**config.mk**
```make
export PLATFORM = sky130hd
export DESIGN_NAME = seg7_scan_capture
export DESIGN_NICKNAME = d
export VERILOG_FILES = /design/src/rtl/seg7_pkg.sv /design/src/rtl/seg7_glyph_decode.sv /design/src/rtl/seg7_scan_capture.sv
export SDC_FILE = /design/constraint.sdc
export NUM_CORES = 1
export LEC_CHECK = 0
export CAP_MARGIN = 25
export CELL_PAD_IN_SITES_DETAIL_PLACEMENT = 2
export CELL_PAD_IN_SITES_GLOBAL_PLACEMENT = 2
export CORE_UTILIZATION = 37
export CTS_CLUSTER_DIAMETER = 30
export DETAILED_ROUTE_END_ITERATION = 10
export GPL_TIMING_DRIVEN = 0
export PLACE_DENSITY = 0.95
export RECOVER_POWER = 50
export REMOVE_ABC_BUFFERS = 1
export SLEW_MARGIN = 20
export SYNTH_ARGS = -nofsm -noshare
export SYNTH_HDL_FRONTEND = slang
export SYNTH_HIERARCHICAL = 1
export SYNTH_SLANG_ARGS = --single-unit
```
**constraint.sdc**
```tcl
create_clock -name clock -period 6.47 [get_ports clock]
set_clock_uncertainty 0.2 [all_clocks]
set_input_delay 1.294 -clock clock [delete_from_list [all_inputs] [get_ports clock]]
set_output_delay 1.294 -clock clock [all_outputs]
set_load 0.05 [all_outputs]
```
**src/rtl/seg7_pkg.sv**
```systemverilog
// seg7_pkg: shared seven-segment definitions.
// Glyph codes are 7-bit, bit order g..a, active-high (1 = segment lit).
package seg7_pkg;

  typedef logic [6:0] seg_code_t;

  localparam seg_code_t SEG7_GLYPH_0 = 7'h3F;
  localparam seg_code_t SEG7_GLYPH_1 = 7'h06;
  localparam seg_code_t SEG7_GLYPH_2 = 7'h5B;
  localparam seg_code_t SEG7_GLYPH_3 = 7'h4F;
  localparam seg_code_t SEG7_GLYPH_4 = 7'h66;
  localparam seg_code_t SEG7_GLYPH_5 = 7'h6D;
  localparam seg_code_t SEG7_GLYPH_6 = 7'h7D;
  localparam seg_code_t SEG7_GLYPH_7 = 7'h07;
  localparam seg_code_t SEG7_GLYPH_8 = 7'h7F;
  localparam seg_code_t SEG7_GLYPH_9 = 7'h6F;
  localparam seg_code_t SEG7_GLYPH_A = 7'h77;
  localparam seg_code_t SEG7_GLYPH_B = 7'h7C;
  localparam seg_code_t SEG7_GLYPH_C = 7'h39;
  localparam seg_code_t SEG7_GLYPH_D = 7'h5E;
  localparam seg_code_t SEG7_GLYPH_E = 7'h79;
  localparam seg_code_t SEG7_GLYPH_F = 7'h71;

  // Nibble reported for a pattern that is not a hex glyph.
  localparam logic [3:0] SEG7_ILLEGAL_NIBBLE = 4'h0;

endpackage

```
**src/rtl/seg7_glyph_decode.sv**
```systemverilog
// seg7_glyph_decode: combinational segment code -> {legal, nibble}.
// Kept standalone so other display-side checkers can reuse it.
module seg7_glyph_decode
  import seg7_pkg::*;
(
  input  seg_code_t  code_i,
  output logic       legal_o,
  output logic [3:0] nibble_o
);

  // Map each legal glyph to its hex value; everything else is illegal.
  always_comb begin
    legal_o  = 1'b1;
    nibble_o = SEG7_ILLEGAL_NIBBLE;
    case (code_i)
      SEG7_GLYPH_0: nibble_o = 4'h0;
      SEG7_GLYPH_1: nibble_o = 4'h1;
      SEG7_GLYPH_2: nibble_o = 4'h2;
      SEG7_GLYPH_3: nibble_o = 4'h3;
      SEG7_GLYPH_4: nibble_o = 4'h4;
      SEG7_GLYPH_5: nibble_o = 4'h5;
      SEG7_GLYPH_6: nibble_o = 4'h6;
      SEG7_GLYPH_7: nibble_o = 4'h7;
      SEG7_GLYPH_8: nibble_o = 4'h8;
      SEG7_GLYPH_9: nibble_o = 4'h9;
      SEG7_GLYPH_A: nibble_o = 4'hA;
      SEG7_GLYPH_B: nibble_o = 4'hB;
      SEG7_GLYPH_C: nibble_o = 4'hC;
      SEG7_GLYPH_D: nibble_o = 4'hD;
      SEG7_GLYPH_E: nibble_o = 4'hE;
      SEG7_GLYPH_F: nibble_o = 4'hF;
      default:      legal_o  = 1'b0;
    endcase
  end

endmodule

```
**src/rtl/seg7_scan_capture.sv**
```systemverilog
// seg7_scan_capture: receiver for a multiplexed seven-segment display.
// Samples an/dp/segments, waits for each digit to settle, decodes it and
// presents a complete NUM_DIGITS-digit frame with a one-cycle strobe.
// Optional build macro SEG7_SCAN_ORDER_CHECK_EN: a digit repeated before the
// frame completes flags seg_error and restarts the frame from that digit.
module seg7_scan_capture
  import seg7_pkg::*;
#(
  parameter int NUM_DIGITS    = 4,
  parameter int STABLE_CYCLES = 4
) (
  input  logic                    clock,
  input  logic                    reset_n,
  input  logic                    a,
  input  logic                    b,
  input  logic                    c,
  input  logic                    d,
  input  logic                    e,
  input  logic                    f,
  input  logic                    g,
  input  logic                    dp,
  input  logic [NUM_DIGITS-1:0]   an,
  output logic [4*NUM_DIGITS-1:0] value,
  output logic [NUM_DIGITS-1:0]   dp_mask,
  output logic [NUM_DIGITS-1:0]   digit_error,
  output logic                    frame_valid,
  output logic                    frame_strobe,
  output logic                    seg_error
);

  localparam int SW = NUM_DIGITS + 8;
  localparam int CW = $clog2(STABLE_CYCLES + 1);
  localparam logic [CW-1:0] CNT_MAX  = CW'(STABLE_CYCLES);
  localparam logic [CW-1:0] CNT_FIRE = CW'(STABLE_CYCLES - 1);
  localparam logic [NUM_DIGITS-1:0] AN_ONE = NUM_DIGITS'(1);

  logic [SW-1:0]           sample_q, prev_q;
  logic [CW-1:0]           cnt_q, cnt_d;
  logic                    same, fire;
  logic [NUM_DIGITS-1:0]   an_s;
  logic                    dp_s;
  seg_code_t               seg_s;
  logic                    legal;
  logic [3:0]              nibble;
  logic                    an_any, an_multi, capture, commit, order_viol;
  logic [4*NUM_DIGITS-1:0] shadow_nib_q;
  logic [NUM_DIGITS-1:0]   shadow_dp_q, shadow_err_q;
  logic [NUM_DIGITS-1:0]   seen_q, seen_d;

  // Register inputs inverted to active-high, plus one-cycle history.
  always_ff @(posedge clock) begin
    if (!reset_n) begin
      sample_q <= '0;
      prev_q   <= '0;
    end else begin
      sample_q <= ~{an, dp, g, f, e, d, c, b, a};
      prev_q   <= sample_q;
    end
  end

  // Stability counter; fire only on the cycle it first lands on STABLE_CYCLES-1.
  always_comb begin
    same = (sample_q == prev_q);
    if (!same)                cnt_d = '0;
    else if (cnt_q == CNT_MAX) cnt_d = cnt_q;
    else                      cnt_d = cnt_q + 1'b1;
    fire = (cnt_d == CNT_FIRE) && (!same || (cnt_q != cnt_d));
  end

  // Counter register.
  always_ff @(posedge clock) begin
    if (!reset_n) cnt_q <= '0;
    else          cnt_q <= cnt_d;
  end

  assign an_s  = sample_q[SW-1:8];
  assign dp_s  = sample_q[7];
  assign seg_s = seg_code_t'(sample_q[6:0]);

  seg7_glyph_decode u_decode (
    .code_i   (seg_s),
    .legal_o  (legal),
    .nibble_o (nibble)
  );

  assign an_any   = |an_s;
  assign an_multi = |(an_s & (an_s - AN_ONE));
  assign capture  = fire && an_any && !an_multi;
  assign commit   = &seen_q;

`ifdef SEG7_SCAN_ORDER_CHECK_EN
  // A repeat is only a violation while the frame is still being collected.
  assign order_viol = capture && !commit && |(seen_q & an_s);
`else
  assign order_viol = 1'b0;
`endif

  // Seen mask: cleared on commit, a same-cycle capture lands in the new frame.
  always_comb begin
    seen_d = seen_q;
    if (commit) seen_d = '0;
    if (capture) begin
      if (order_viol) seen_d = an_s;
      else            seen_d = seen_d | an_s;
    end
  end

  // Shadow storage for the frame under construction.
  always_ff @(posedge clock) begin
    if (!reset_n) begin
      shadow_nib_q <= '0;
      shadow_dp_q  <= '0;
      shadow_err_q <= '0;
      seen_q       <= '0;
    end else begin
      seen_q <= seen_d;
      for (int i = 0; i < NUM_DIGITS; i++) begin
        if (capture && an_s[i]) begin
          shadow_nib_q[4*i +: 4] <= nibble;
          shadow_dp_q[i]         <= dp_s;
          shadow_err_q[i]        <= !legal;
        end
      end
    end
  end

  // Frame commit and event outputs.
  always_ff @(posedge clock) begin
    if (!reset_n) begin
      value        <= '0;
      dp_mask      <= '0;
      digit_error  <= '0;
      frame_valid  <= 1'b0;
      frame_strobe <= 1'b0;
      seg_error    <= 1'b0;
    end else begin
      frame_strobe <= commit;
      seg_error    <= (fire && an_multi) || (capture && !legal) || order_viol;
      if (commit) begin
        value       <= shadow_nib_q;
        dp_mask     <= shadow_dp_q;
        digit_error <= shadow_err_q;
        frame_valid <= 1'b1;
      end
    end
  end

endmodule

```
==> metrics.yaml, run 1 <==
sta:
  timing.final.ws_setup_ns: 2.14
  setup_viol: 0
  hold_violations: 0
  fin_crit_sh_pct: 67.0
  fin_tns_setup_ns: 0
  relSlewSlack_pct: -24.0
  max_freq_mhz: 231
  hold_ws_ns: 0.259
  finalMaxSlewViolations: 90
  tightest_slew_ns: 1.86
  rsz0062_at_grt: "false"
  period_minus_slack_ns: 4.33
logic_synthesis:
  syn_inst: 372
  synth_mux_area_share_pct: 7.33
  synth_most_common_cell: "nand2_1"
  synth-adder-area-share_pct: 1.03
  synth_compound_area_share_pct: 9.20
  synthesis.area_um2: 3410
  synth_area_leaders: "dfxtp_1 (48%), nand2_1 (9.8%), mux2i_1 (7.3%)"
  synthTopCellsByCount: "nand2_1 (89), dfxtp_1 (82), a21oi_1 (33), mux2i_1 (25), nor2_1 (18)"
  syn-mean-instance-area_um2: 9.17
  ys_async_sr_fraction_pct: 0
  ys_types: 50
  synth_xor_xnor_area_share_pct: 3.34
  synth_top_family_by_area: "simple AND/OR/NAND/NOR gates"
  synth_simple_gate_area_share_pct: 26.5
  synth-edff-count: 0
  ys_seq_elements: 82
  seq_area_frac_synth_pct: 48.1
  yosys.area.top_type_share_pct: 48.1
  synthFlopType: "dfxtp_1"
  yosys.area.top_type: "dfxtp_1"
  ys_warn_count: 6
route:
  remaining_drc_errors: 3
  route.vias.total: 2775
  drt-initial-drc-count: 88
  dr.pass1.iters: 7
  wl_per_cell_um: 20.0
  vias_per_cell: 5.40
  drtAntennaViolNets: 0
  drt_wl_total_um: 10300
critical_path:
  critPathMaxFanout: 46
  r2r_end: "seen_q[1]"
  startpoint_type: "input pin"
  crit_end: "value[11]"
  ff2ff_setup_slack_ns: 3.62
  required_ns: 6.52
  r2r_cells: 6
  crit_path_end_kind: "flip-flop"
  crit_type: "in -> reg"
  r2r-start: "cnt_q[0]"
  worstPathArrival_ns: 4.38
  critPathLaunch: "reset_n"
global_routing:
  grt_pass1_wl_um: 16900
  grt_use_total_pct: 22.8
  grt_max_degree: 47
  antenna_found_initial: 0
  grt_pass1_vias: 3126
  grt-ovfl-total: 0
clock_tree:
  cts_setup_buffers: 0
  cts_resized: 0
  cts_tree: "built"
  numCtsBuffers: 9
  path_clk_slew_ns: 0.09
  cts_sinks: 82
  hold_buffers: 0
  cts_buffer_depth: 2
  htreeDepth: 3
  root_buffer: "clkbuf_8"
  clkLatencyLatePin_ns: 0.36
placement:
  place_ws_ns: 3.37
  dp_hpwl_um: 6520
  gp_congestion: 0.807
  io_buffers: 40
  place_area_um2: 3840
floorplanning:
  core_um2: 8810
  die-area_um2: 9610
  die_x_um: 98.0
  start_util_pct: 38.7
  die-height_um: 98.0
  rows: 34
  io_pins: 41
run_status:
  run_status: "finished, violations left"
  violations: "design-rule violations, max-capacitance violations, max-slew violations"
cells_and_area:
  final_nets: 417
  drive_above_1_share_pct: 8.13
  syn_to_final_growth_pct: 19.7
  diodes: 0
  final_cell_area_um2: 4080
power:
  p_leak_nw: 1.61
  power.density_nw_per_um2: 257
  power.total_w: 0.00105
  ir_drop_v: 0.000116
flow_run:
  drv_cap: 2
hold_path:
  hold_class: "reg -> reg"
==> power breakdown <==
| group | internal, W | total, W | switching, W |
|---|---|---|---|
| combinational | 0.0000215 | 0.0000535 | 0.0000320 |
| clock | 0.000268 | 0.000470 | 0.000202 |
| sequential | 0.000511 | 0.000526 | 0.0000147 |
==> flip-flops by register name, summed over array words and instances, names as in the netlist <==
signal / flops
dp_mask: 4
shadow_nib_q: 16
prev_q: 12
shadow_dp_q: 4
frame_valid: 1
digit_error: 4
seg_error: 1
seen_q: 4
cnt_q: 3
shadow_err_q: 4
value: 16
frame_strobe: 1
sample_q: 12
==> worst max-delay path, stage by stage <==
cell and delay, ns:
clkbuf_1 1.31, inv_1 1.31, a21oi_1 0.46
==> final cells by class <==
class                   instances  area (um^2)
clock buffers                  10          138
flip-flops and latches         82         1640
clock inverters                 6          111
inverters                       8         30.0
repair buffers                 41          409
multi-input cells             259         1620
well taps                     108          135
fillers                       922         4720
==> worst min path at each step <==
stage | startpoint | slack (ns) | depth (start not counted) | endpoint
4_1_cts | shadow_err_q[3] | 0.26 | 2 | digit_error[3]
3_3_place_gp | shadow_nib_q[15] | 0.25 | 2 | value[15]
2_1_floorplan | shadow_err_q[0] | 0.23 | 2 | digit_error[0]
3_5_place_dp | shadow_err_q[3] | 0.25 | 2 | digit_error[3]
5_1_grt | dp_mask[0] | 0.28 | 2 | dp_mask[0]
6_report | dp_mask[0] | 0.26 | 2 | dp_mask[0]
==> logic make-up after synthesis <==
group           count (synthesis)
compound gates                 51
xor+xnor                       13
fa+ha+maj                       3
buf+inv                        31
flops                          82
mux                            25
simple gates                  167
==> routing by layer <==
layer  global-route usage (%)  routed length (um)  vias up
met5                        0                   0        -
met4                     8.86                 245        0
met3                     4.15                 248       21
met2                     40.9                5400       61
met1                     26.8                4410     1381
li1                         -                   -     1312
==> through the flow <==
| step | instances | utilization, % |
|---|---|---|
| floorplan | 349 | - |
| global placement | 497 | 43.4 |
| detailed placement | 498 | 43.6 |
| CTS | 514 | 46.4 |
| global route | 514 | 46.4 |
| finish | 514 | 46.4 |
==> cell usage in the layout (no fill, tap or decap), types with 2 or more instances in the layout <==
master           Yosys  layout
nand2_1             89      89
dfxtp_1             82      82
clkdlybuf4s50_1      0      39
a21oi_1             33      33
mux2i_1             25      25
nor2_1              18      18
xor2_1              12      12
clkbuf_8             0      10
and2_0               0       9
inv_1                7       8
nand2b_1             7       7
nand3_1              6       6
nor3_1               4       4
o21ai_0              4       4
nor4_4               3       3
nand4_2              3       3
bufinv_16            0       3
or3b_1               3       3
nand4_1              2       2
nand3b_1             2       2
or2_2                2       2
a2111oi_1            2       2
ha_1                 2       2
o211ai_1             2       2
o21ai_1              2       2
nor4_1               2       2
a31oi_1              2       2
nand4bb_1            2       2
nand4b_1             2       2
nor3b_1              2       2
Note: power is estimated with default switching activity, not from simulation.
==> inputs of run 2 (changes only) <==
CORE_UTILIZATION = 31   (was 37)
PLACE_DENSITY = 0.87   (was 0.95)
clock period = 3.9 ns   (was 6.47 ns; I/O delays follow)
==> metrics.yaml, run 2 (synthesized netlist as in run 1, its figures left out) <==
run_status:
  run_status: "finished, violations left"
  violations: "max-capacitance violations, max-slew violations"
route:
  dr.pass1.iters: 4  # -3
  drt_wl_total_um: 9180  # -11%
  remaining_drc_errors: 0  # -3
  wl_per_cell_um: 16.9  # -16%
  drtAntennaViolNets: 0  # unchanged
  drt-initial-drc-count: 62  # -30%
  vias_per_cell: 4.99  # -7.5%
  route.vias.total: 2707  # -2.5%
critical_path:
  startpoint_type: "input pin"
  crit_path_end_kind: "flip-flop"
  cp_num_buf_inv: 2  # unchanged
  required_ns: 3.96  # -2.56 ns
  critPathMaxFanout: 46  # unchanged
  crit_path_top_delay_cell: "clkbuf_1"
  path_cells: "clkbuf_1 > inv_2 > a21oi_1"
  cp_top_family: "buffers and inverters"
  crit_type: "in -> reg"
  worstPathArrival_ns: 3.28  # -1.10 ns
  cpPeakStageDelay_ns: 1.25  # -0.06 ns
cells_and_area:
  final_cell_area_um2: 4080  # -0.15%
  largestRegisters: "shadow_nib_q (16), value (16)"
  fin_cells: 542  # +5.4%
  syn_to_final_growth_pct: 19.5
  final_nets: 417  # unchanged
  diodes: 0  # unchanged
  mostFrequentLayoutCells: "nand2_1 (89), dfxtp_1 (82), clkdlybuf4s50_1 (38)"
  final_common_cell: "nand2_1"
  drive_above_1_share_pct: 8.37  # +0.25 points
power:
  ir_drop_v: 0.000144  # +24%
  p_seq_share_pct: 53.6  # +3.5 points
  power.density_nw_per_um2: 399  # +55%
  p_leak_nw: 1.59  # -0.81%
  swShare_pct: 25.9  # +2.2 points
  clkPwrFrac_pct: 41.1  # -3.7 points
  switchingPower_w: 0.000420  # +69%
  power.total_w: 0.00163  # +55%
  p_int_w: 0.00121  # +51%
  p_comb_share_pct: 5.3  # +0.2 points
sta:
  tightest_slew_ns: 1.78  # -0.0814 ns
  relSlewSlack_pct: -18.5  # +5.4 points
  hold_violations: 0  # unchanged
  fin_crit_sh_pct: 82.6
  timing.final.ws_setup_ns: 0.681  # -1.46 ns
  max_freq_mhz: 311
  period_minus_slack_ns: 3.22
  finalMaxSlewViolations: 43  # -52%
  setup_viol: 0  # unchanged
  rsz0062_at_grt: "false"
  fin_tns_setup_ns: 0  # unchanged
clock_tree:
  cts_setup_buffers: 0  # unchanged
  cts_buffer_depth: 2  # unchanged
  numCtsBuffers: 9  # unchanged
  htreeDepth: 3  # unchanged
  cts_tree: "built"
  clkLatencyLatePin_ns: 0.35  # about the same
  cts_sinks: 82  # unchanged
  path_clk_slew_ns: 0.10  # about the same
  hold_buffers: 0  # unchanged
  cts_resized: 0  # unchanged
  root_buffer: "clkbuf_8"
placement:
  io_buffers: 40  # unchanged
  dp_hpwl_um: 5780  # -11%
  dp_cells: 526  # +5.6%
  place_area_um2: 3870  # +0.82%
  place_ws_ns: 1.06  # -2.30 ns
  gp_congestion: 0.793  # -1.8%
hold_path:
  hold_class: "reg -> reg"
floorplanning:
  die-area_um2: 11400  # +19%
  start_util_pct: 32.5  # -6.3 points
  core_um2: 10500  # +19%
  io_pins: 41  # unchanged
  die_x_um: 107  # +9.1%
  die-height_um: 107  # +9.1%
  rows: 37  # +8.8%
global_routing:
  grt_max_degree: 47  # unchanged
  grt-ovfl-total: 0  # unchanged
  grt_pass1_vias: 2957  # -5.4%
  grt_use_total_pct: 17.2  # -5.6 points
  antenna_found_initial: 0  # unchanged
  grt_pass1_wl_um: 15200  # -9.8%
flow_run:
  drv_cap: 1  # -1
[run 2: metal layers]
metal  up-vias  GRT usage, %  share of wire, %
li1       1311             -                 -
met5         -             0                 0
met2        45          29.8                51
met3        14          2.98               2.2
met4         0          7.14               2.0
met1      1337          21.1                44
[run 2: final timing paths]
check                                    start        endpoint  slack, ns  depth (start not counted)
worst max-delay path                   reset_n       value[10]       0.68                          3
worst min-delay path            digit_error[0]  digit_error[0]       0.26                          2
worst max register to register     sample_q[3]       seg_error       0.91                          8
worst min register to register  digit_error[0]  digit_error[0]       0.26                          2
[run 2: worst register-to-register path, delay by kind of cell, from the launching register on]
kind | cells | cell delay [ns]
DFF | 1 | 0.65
adders and majority gates | 1 | 0.21
buffers and inverters | 1 | 0.14
and+or+nand+nor | 2 | 0.43
AOI/OAI and AO/OA | 4 | 1.18
[run 2: metrics by stage]
stage | hold slack (ns) | utilization, %
finish | 0.259 | 38.8
global route | 0.280 | 38.8
CTS | 0.264 | 38.8
detailed placement | 0.251 | 36.8
global placement | 0.240 | 36.7
floorplan | 0.232 | -
[run 2: power groups by stage]
stage | clock [W] | combinational, W | sequential (W)
after floorplan | 0 | 0.0000538 | 0.000883
after global placement | 0 | 0.0000817 | 0.000889
after detailed placement | 0 | 0.0000853 | 0.000891
after CTS | 0.000683 | 0.0000880 | 0.000872
after global routing | 0.000719 | 0.0000936 | 0.000875
final | 0.000668 | 0.0000863 | 0.000872
[run 2: final cells by class]
type / count / area [um^2]
tap: 136 / 170
clock buffer: 10 / 138
sequential: 82 / 1640
timing repair buffer: 41 / 405
clock inverter: 6 / 73.8
inverter: 8 / 30.0
fill: 1139 / 6430
multi-input combinational: 259 / 1620
==> inputs of run 3 (changes only) <==
CORE_UTILIZATION = 34   (was 31)
PLACE_DENSITY = 0.9   (was 0.87)
clock period = 3.15 ns   (was 3.9 ns; I/O delays follow)
==> metrics.yaml, run 3 (synthesized netlist as in run 1, its figures left out) <==
critical_path:
  startpoint_type: "flip-flop"
  path_depth: 6  # +3
  crit_path_top_delay_cell: "a2111oi_1"
  crit_path_end_kind: "flip-flop"
  critPathMaxFanout: 7  # -85%
  required_ns: 3.20  # -0.76 ns
  cp_top_family: "simple AND/OR/NAND/NOR gates"
  cpPeakStageDelay_ns: 0.52  # -0.73 ns
  path_cells: "inv_1 > ha_1 > or3b_4 > a2111oi_1 > nand4_2 > a21oi_1"
  crit_type: "reg -> reg"
  cp_num_buf_inv: 1  # -1
  worstPathArrival_ns: 2.85  # -0.43 ns
  r2r_cells: 6  # -2
floorplanning:
  rows: 36  # -2.7%
  start_util_pct: 35.1  # +2.6 points
  core_um2: 9730  # -7.4%
  die-height_um: 102  # -4.4%
  die_x_um: 102  # -4.4%
  io_pins: 41  # unchanged
  die-area_um2: 10400  # -8.7%
cells_and_area:
  final_common_cell: "nand2_1"
  diodes: 0  # unchanged
  mostFrequentLayoutCells: "nand2_1 (89), dfxtp_1 (82), clkdlybuf4s50_1 (38)"
  syn_to_final_growth_pct: 18.9
  largestRegisters: "shadow_nib_q (16), value (16)"
  multi_input_area_um2: 1620  # unchanged
  final_nets: 417  # unchanged
  register_area_um2: 1640  # unchanged
  fill_cells: 1071  # -6.0%
  drive_above_1_share_pct: 8.15  # -0.23 points
clock_tree:
  htreeDepth: 3  # unchanged
  cts_buffer_depth: 2  # unchanged
  numCtsBuffers: 9  # unchanged
  cts_tree: "built"
  clkLatencyLatePin_ns: 0.35  # about the same
  cts_setup_buffers: 0  # unchanged
  hold_buffers: 0  # unchanged
  root_buffer: "clkbuf_8"
  path_clk_slew_ns: 0.08  # -0.02 ns
  cts_sinks: 82  # unchanged
  cts_resized: 0  # unchanged
flow_run:
  drv_cap: 0  # -1
power:
  power.density_nw_per_um2: 481  # +21%
  power.total_w: 0.00195  # +20%
  ir_drop_v: 0.000255  # +77%
  p_leak_nw: 1.59  # -0.52%
route:
  dr.pass1.iters: 4  # unchanged
  drtAntennaViolNets: 0  # unchanged
  route.vias.total: 2653  # -2.0%
  vias_per_cell: 4.93  # -1.3%
  wl_per_cell_um: 16.3  # -3.4%
  remaining_drc_errors: 0  # unchanged
  drt-initial-drc-count: 56  # -9.7%
  drt_wl_total_um: 8800  # -4.1%
hold_path:
  hold_class: "reg -> reg"
  holdPathStages: 2  # unchanged
sta:
  fin_crit_sh_pct: 88.9
  tightest_slew_ns: 1.47  # -0.312 ns
  period_minus_slack_ns: 2.80
  rsz0062_at_grt: "false"
  max_freq_mhz: 357
  finalMaxSlewViolations: 0  # -100%
  setup_viol: 0  # unchanged
  relSlewSlack_pct: 2.12  # +21 points
  hold_violations: 0  # unchanged
  hold_ws_ns: 0.258  # -0.000554 ns
placement:
  gp_congestion: 0.797  # +0.50%
  io_buffers: 40  # unchanged
  dp_hpwl_um: 5850  # +1.2%
global_routing:
  grt_max_degree: 47  # unchanged
  grt_pass1_vias: 2925  # -1.1%
  antenna_found_initial: 0  # unchanged
  grt_use_total_pct: 18.6  # +1.4 points
  grt_pass1_wl_um: 14600  # -4.2%
  grt-ovfl-total: 0  # unchanged
run_status:
  run_status: "finished, final reports clean"
[run 3: cell count changes in the layout (fill, tap and decap cells not counted), sizes merged]
cell	previous run	this run
clkinv	1	2
inv	10	8
clkbuf	11	10
buf	1	2
[run 3: worst min-delay path, delay by kind of cell, from the launching register on]
kind,cells,cell delay (ns)
simple gates,1,0.05
flops,1,0.32
compound gates,1,0.05
[run 3: per-layer routing]
| layer | wire [um] | global-route usage (%) | part of all wire, % |
|---|---|---|---|
| met3 | 192 | 2.87 | 2.2 |
| met4 | 111 | 6.70 | 1.3 |
| met5 | 0 | 0 | 0 |
| met1 | 3750 | 21.3 | 43 |
| met2 | 4750 | 34.7 | 54 |
[run 3: path summary, 6_finish.rpt]
check                                    start        endpoint  slack (ns)
worst max register to register        cnt_q[0]       seen_q[2]        0.35
worst min-delay path            digit_error[2]  digit_error[2]        0.26
worst max-delay path                  cnt_q[0]       seen_q[2]        0.35
worst min register to register  digit_error[2]  digit_error[2]        0.26
[run 3: final cells by class]
type                            count  share of cell area, %
Tap cell                          133                   4.10
Timing Repair Buffer               41                   10.0
Inverter                            8                  0.740
Multi-Input combinational cell    259                   39.9
Sequential cell                    82                   40.5
Clock inverter                      5                   1.36
Clock buffer                       10                   3.39
[run 3: stage by stage]
stage	util, %	TNS, ns	setup slack (ns)	std cells	area [um^2]
final	41.7	0	0.351	538	4060
after CTS	41.7	0	0.323	538	4060
after detailed placement	39.7	0	0.408	523	3860
after floorplan	-	0	0.799	349	3290
after global routing	41.7	0	0.157	538	4060
after global placement	39.6	-11.15	-0.299	522	3860
[run 3: power by group]
part,internal (W),switching (W),leakage [nW]
combinational,0.0000443,0.0000609,0.827
sequential,0.00105,0.0000290,0.665
clock,0.000381,0.000385,0.0941
==> variant: new RTL, config.mk and constraints of run 2 <==
The parameter `NUM_DIGITS` goes from 4 to 3.
--- a/src/rtl/seg7_scan_capture.sv
+++ b/src/rtl/seg7_scan_capture.sv
@@ -6,7 +6,7 @@
 module seg7_scan_capture
   import seg7_pkg::*;
 #(
-  parameter int NUM_DIGITS    = 4,
+  parameter int NUM_DIGITS    = 3,
   parameter int STABLE_CYCLES = 4
 ) (
   input  logic                    clock,
Interface: changed (resized an, digit_error, dp_mask and value); port bits go from 41 to 34. The function was not compared with the original's and may differ.
==> variant against run 2 <==
  * Synthesized area shrank 16%
  * Total power shrank 3.0%
  * Non-clock buffer count shrank 7
  * Worst setup slack gained 0.30 ns
  * Cell area shrank 14%
  * Sequential cell count shrank 15
  * Routed wire length shrank 24%
  * Combinational power shrank 16%
  * Largest cell class is now multi-input combinational cells
  * Highest routed layer unchanged
==> variant: results (changes against run 2) <==
Status: finished, final reports clean (was finished, violations left)
CP peak stage delay: 0.80 ns (was 1.25 ns)
Final Cell Area: 0.00351 mm² (was 0.00408 mm²)
Max rail drop VDD: 0.153 mV (was 0.144 mV)
GRT Util Overall: 0.158 (was 0.172)
Post-synthesis cell type count: 49 (was 50)
Via density: 4.98 (was 4.99)
Avg Cell Area, Syn: 9.26 µm² (was 9.17 µm²)
Dpl ws: 1.13 ns (was 1.06 ns)
Cell Count, Final, Fillers Out: 450 (was 542)
Placed cell count: 434 (was 526)
Vias in the first global route: 2414 (was 2957)
Clk pin slew, worst setup/hold paths: 0.07 ns (was 0.10 ns)
# diodes: 0 (unchanged)
DR iter-0 viols: 52 (was 62)
R2R depth: 8 (unchanged)
RR Startpoint: sample_q[4] (was sample_q[3])
Met2 WL: 3560 µm (was 4720 µm)
Rel. slew slack: 0.346 (was -0.185)
Synth area leaders: dfxtp_1, nand2_1, mux2i_1, a21boi_0, xor2_1 (was dfxtp_1, nand2_1, mux2i_1, a21oi_1, xor2_1)
CP Data Arrival Time: 2.97 ns (was 3.28 ns)
Fin crit period: 2.92 ns (was 3.22 ns)
Met1 Wirelength: 3050 µm (was 4070 µm)
First-pass GRT wire length: 11900 µm (was 15200 µm)
Hold path start: shadow_err_q[2] (was digit_error[0])
R2R Setup Slk: 1.25 ns (was 0.91 ns)
Gpl congestion: 0.803 (was 0.793)
First-pass DRT Iterations: 6 (was 4)
Clk network pwr share: 0.500 (was 0.411)
Switch share: 0.215 (was 0.259)
NumNets Final: 352 (was 417)
IO buf count: 33 (was 40)
Placed cell areas: 0.00326 mm² (was 0.00387 mm²)
Seq power: 0.715 mW (was 0.872 mW)
Hold path endpoint: shadow_err_q[2] (was digit_error[0])
Pin count of the biggest net entering global routing: 46 (was 47)
CP Max Fanout: 45 (was 46)
Final HPWL DP: 4630 µm (was 5780 µm)
Post-synthesis sequential area ratio: 0.466 (was 0.481)
Pwr Density: 449 mW/mm² (was 399 mW/mm²)
Lkg Pwr: 1.32 nW (was 1.59 nW)
## variant: area by class of cell
type,count,area (µm²),share of cell area
timing repair buffer,34,329,0.0936
multi-input combinational,217,1410,0.400
sequential,67,1340,0.382
clock inverter,6,136,0.0388
inverter,8,30.0,0.00854
clock buffer,10,138,0.0392
tap,108,135,0.0384
## variant: cell families (layout without fill, tap and decap cells)
| kind of cell | after synthesis | after routing | synth area share |
|---|---|---|---|
| multiplexers | 18 | 18 | 0.0626 |
| XOR/XNOR | 12 | 12 | 0.0365 |
| adder cells (fa/ha/maj) | 3 | 3 | 0.0122 |
| AO/OA/AOI/OAI | 43 | 43 | 0.107 |
| flip-flops | 67 | 67 | 0.466 |
| buffers and inverters | 27 | 58 | 0.0461 |
| AND/OR/NAND/NOR | 141 | 141 | 0.269 |
## variant: metal layers
metal  up-vias  global-route usage
met3        15              0.0265
met4         0              0.0884
li1       1088                   -
met1      1099               0.182
met2        37               0.278
met5         -                   0
